### config.mk
export PLATFORM = sky130hd
export DESIGN_NAME = regfile_write_bank
export DESIGN_NICKNAME = d
export VERILOG_FILES = /design/src/rtl/regfile_write_bank.sv
export SDC_FILE = /design/constraint.sdc
export NUM_CORES = 2
export LEC_CHECK = 0
export ABC_CLOCK_PERIOD_IN_PS = 51000
export CAP_MARGIN = 20
export CORE_AREA = 4 4 424 426
export DETAILED_ROUTE_END_ITERATION = 16
export DIE_AREA = 0 0 428 430
export PLACE_DENSITY = 0.54
export SYNTH_ARGS = -nofsm -noshare
export SYNTH_HDL_FRONTEND = slang
export SYNTH_SLANG_ARGS = --single-unit
### constraint.sdc
create_clock -name clock -period 51 [get_ports clock]
set_input_delay 12.75 -clock clock [delete_from_list [all_inputs] [get_ports clock]]
set_output_delay 12.75 -clock clock [all_outputs]
set_load 0.005 [all_outputs]
### src/rtl/regfile_write_bank.sv
// Register storage and write port of the register file, with a per-register
// busy scoreboard. Register 0 always reads as zero and can never be busy.
module regfile_write_bank #(
    parameter int unsigned DATA_WIDTH = 32,
    parameter int unsigned NUM_REGS   = 32,
    parameter int unsigned ADDR_WIDTH = 5
) (
    input  logic                           clock,
    input  logic                           ctrl_reset,
    input  logic                           ctrl_writeEnable,
    input  logic [ADDR_WIDTH-1:0]          ctrl_writeReg,
    input  logic [DATA_WIDTH-1:0]          data_writeReg,
    input  logic                           ctrl_reserveEnable,
    input  logic [ADDR_WIDTH-1:0]          ctrl_reserveReg,
    output logic [NUM_REGS*DATA_WIDTH-1:0] reg_data_bus,
    output logic [NUM_REGS-1:0]            reg_busy,
    output logic                           write_ack,
    output logic                           stale_write
);

    // Storage exists only for registers 1..NUM_REGS-1; register 0 is a constant.
    logic [DATA_WIDTH-1:0] data_q [1:NUM_REGS-1];
    logic [NUM_REGS-1:1]   busy_q;

    logic [NUM_REGS-1:0]   wr_sel;
    logic [NUM_REGS-1:0]   rsv_sel;
    logic [NUM_REGS-1:0]   busy_full;
    logic                  write_hit;

    assign busy_full = {busy_q, 1'b0};
    assign write_hit = ctrl_writeEnable && (ctrl_writeReg != ADDR_WIDTH'(0));

    // One-hot write and reserve decode; register 0 is masked off so it is never touched.
    always_comb begin
        wr_sel  = '0;
        rsv_sel = '0;
        if (ctrl_writeEnable) begin
            wr_sel[ctrl_writeReg] = 1'b1;
        end
        if (ctrl_reserveEnable) begin
            rsv_sel[ctrl_reserveReg] = 1'b1;
        end
        wr_sel[0]  = 1'b0;
        rsv_sel[0] = 1'b0;
    end

    // Register storage: at most one register captures the write data per edge.
    always_ff @(posedge clock or posedge ctrl_reset) begin
        if (ctrl_reset) begin
            for (int unsigned i = 1; i < NUM_REGS; i++) begin
                data_q[i] <= '0;
            end
        end else begin
            for (int unsigned i = 1; i < NUM_REGS; i++) begin
                if (wr_sel[i]) begin
                    data_q[i] <= data_writeReg;
                end
            end
        end
    end

    // Busy scoreboard: a new reservation wins over a completing write on the same edge.
    always_ff @(posedge clock or posedge ctrl_reset) begin
        if (ctrl_reset) begin
            busy_q <= '0;
        end else begin
            for (int unsigned i = 1; i < NUM_REGS; i++) begin
                if (rsv_sel[i]) begin
                    busy_q[i] <= 1'b1;
                end else if (wr_sel[i]) begin
                    busy_q[i] <= 1'b0;
                end
            end
        end
    end

    // Single-cycle status pulses; stale uses the busy value from before this edge.
    always_ff @(posedge clock or posedge ctrl_reset) begin
        if (ctrl_reset) begin
            write_ack   <= 1'b0;
            stale_write <= 1'b0;
        end else begin
            write_ack   <= write_hit;
            stale_write <= write_hit && !busy_full[ctrl_writeReg];
        end
    end

    assign reg_busy = busy_full;

    // Flatten register contents onto the read-port bus.
    assign reg_data_bus[DATA_WIDTH-1:0] = '0;
    for (genvar g = 1; g < NUM_REGS; g++) begin : g_field
        assign reg_data_bus[g*DATA_WIDTH +: DATA_WIDTH] = data_q[g];
    end

endmodule

==> run metrics <==
overall routing resource usage 0.171; Synth Instances 2402; die area 0.184 mm2; die height 430 um; gr ovfl total 0; post-DR vias/cell 4.24; Netlist cell types 42; CP Class input port to async pin; io pins 1104; crit path cell chain clkdlybuf4s50_1, inv_8, buf_12, buf_12, buf_4; Routability Congestion 0.772; Post-Syn Area 0.0391 mm2; Warnings, synthesis 0; Max Clk Rate 64.0 MHz; vias in the first global route 25800; Multi-input gate area 0.0125 mm2; clock tree root buffer cell clkbuf_16; Place WS 34.43 ns; WP depth 5; Routed WL 163000 um; top cells by count, synth dfrtp_1 (1025), mux2_2 (961), clkbuf_1 (99), buf_2 (64), buf_4 (61); routed length per instance 27.8 um; Max Clock Skew 0.0212 ns; CP Buf/Inv Count 5; logic depth of the worst register-to-register path 4; H-tree depth 3; synth-to-layout area growth 43.6%; Sequential Area 0.0256 mm2; RSZ-0062 raised after global routing no; Clock Latency Late Sink 0.74 ns; Post-synth EDFFs 0; Hold WC Path Type flop to flop; Top Family by Delay on Critical Path buffers and inverters; CTS Sinks 1025; Leak 0.0246 uW; clk buf depth 3; Hold Crit Depth 1; Setup-failing EPs final 0; CTS tree built; DR iter-0 viols 1165; leading area contributor after synthesis dfrtp_1; hold buffer count at CTS 0; final hold vios 0; post-CTS resize count 0; PD cells 45.3 mW/mm2; syn_area_per_cell 16.3 um2; highest net fanout along the worst path 174; CP startpoint kind input port; Num CTS Buffers 115; DRC 0; WP data arrival 16.33 ns; Setup TNS 0 ns; initial core utilization 0.222; post-route setup slack 35.38 ns; hpwl dp 111000 um; peak supply drop 0.0000292 V; worst-margin pin slew 1.14 ns; post-synthesis async set-or-reset flop share 1.00; Chip Width 428 um; number of fill cells 17500; Slowest cell on crit path buf_4; cell row count 154; most frequent CP cell buf_12; DR vias 24900; FF-to-FF setup slack 49.11 ns; Yosys reg bits 1025; Worst slew margin 0.242; Slew Viols, Final 0; Min Clock Period, post-route 15.62 ns; count leader, synth dfrtp_1; CP max stage delay 0.90 ns; Worst setup EP type async pin; layout cells sized above 1 0.358; synth top area cells dfrtp_1 (66%), mux2_2 (28%), buf_4 (1.2%), clkbuf_1 (0.95%), mux2_1 (0.92%); post-route clock period utilization 0.306; input/output buffers 1070; clk slew on worst S/H paths 0.06 ns; first-pass GRT wire length 222000 um; largest net degree at the start of global routing 175; initial antenna violation count 12; nets@finish 3482; sequential-to-total area share from yosys stat 0.657; top_reg_cell synth dfrtp_1; DRT antenna net count 0; Max-Cap Viols 0; drt first pass iters 4; Core Box Area 0.176 mm2; post-synth top area share 0.657; Post-CTS Setup Inserts 0; status finished, final reports clean; Crit path required time 51.72 ns
## placed cells by master (no fill, tap or decap), drive strengths merged, types with 4 or more instances in the layout
| cell type | netlist | routed |
|---|---|---|
| clkinvlp | 0 | 4 |
| conb | 1 | 33 |
| mux2i | 12 | 12 |
| inv | 3 | 10 |
| o22ai | 4 | 4 |
| or2 | 4 | 4 |
| clkbuf | 100 | 175 |
| nand3 | 5 | 5 |
| nand2 | 21 | 21 |
| bufinv | 0 | 9 |
| clkdlybuf4s50 | 0 | 1047 |
| clkinv | 0 | 19 |
| nand3b | 8 | 8 |
| a22o | 15 | 15 |
| nor3b | 9 | 9 |
| nor3 | 4 | 4 |
| o21ai | 27 | 27 |
| dfrtp | 1025 | 1025 |
| diode | 0 | 7 |
| nor2 | 16 | 16 |
| buf | 135 | 73 |
| mux2 | 993 | 993 |
## registers in the layout (all words and copies together) (netlist names)
register	count
stale_write	1
write_ack	1
reg_data_bus	992
busy_q	31
## power by group
group	total (uW)	switching, uW	leakage, uW	internal, uW
clock	868	353	0.00196	515
sequential	1060	85.8	0.0131	973
combinational	614	233	0.00955	381
## metal layers
metal | share of wire | routed length, um | vias up | global-route usage
li1 | - | - | 10500 | -
met1 | 0.37 | 61100 | 13400 | 0.190
met2 | 0.52 | 85700 | 867 | 0.311
met3 | 0.067 | 11000 | 223 | 0.0495
met4 | 0.034 | 5530 | 0 | 0.0576
met5 | 0 | 0 | - | 0
## through the flow
step                       util  hold slack, ns  cell area (um2)  power (uW)  cells
after detailed placement  0.296           0.475            52100        1700   5659
after floorplan               -           0.483            39200        1250   2434
after CTS                 0.319           0.488            56100        2580   5873
after global placement    0.296           0.469            52000        1690   5658
after global routing      0.319           0.502            56100        2650   5874
final                     0.319           0.489            56100        2540   5880
## logic make-up after synthesis
kind of cell	synth area share
AO/OA/AOI/OAI	0.00891
buffers and inverters	0.0316
flip-flops	0.657
multiplexers	0.290
other	0.0000960
AND/OR/NAND/NOR	0.0128
## final timing paths
kind                                                     from                            end
max in group clock                           ctrl_writeReg[4]  reg_data_bus[702]$_DFFE_PP0P_
worst min register to register  reg_data_bus[693]$_DFFE_PP0P_  reg_data_bus[693]$_DFFE_PP0P_
min in group asynchronous                          ctrl_reset  reg_data_bus[286]$_DFFE_PP0P_
worst min-delay path            reg_data_bus[693]$_DFFE_PP0P_  reg_data_bus[693]$_DFFE_PP0P_
worst max-delay path                               ctrl_reset  reg_data_bus[892]$_DFFE_PP0P_
worst max register to register          busy_q[9]$_DFFE_PP0P_          stale_write$_DFF_PP0_
## layout make-up
| class | instances | share of cell area |
|---|---|---|
| diodes | 7 | 0.000312 |
| clock buffers | 175 | 0.0620 |
| clock inverters | 39 | 0.00926 |
| inverters | 3 | 0.000335 |
| multi-input cells | 1171 | 0.222 |
| flip-flops and latches | 1025 | 0.457 |
| well taps | 2340 | 0.0522 |
| repair buffers | 1120 | 0.197 |
No activity file was read; power rests on OpenSTA's default activity.
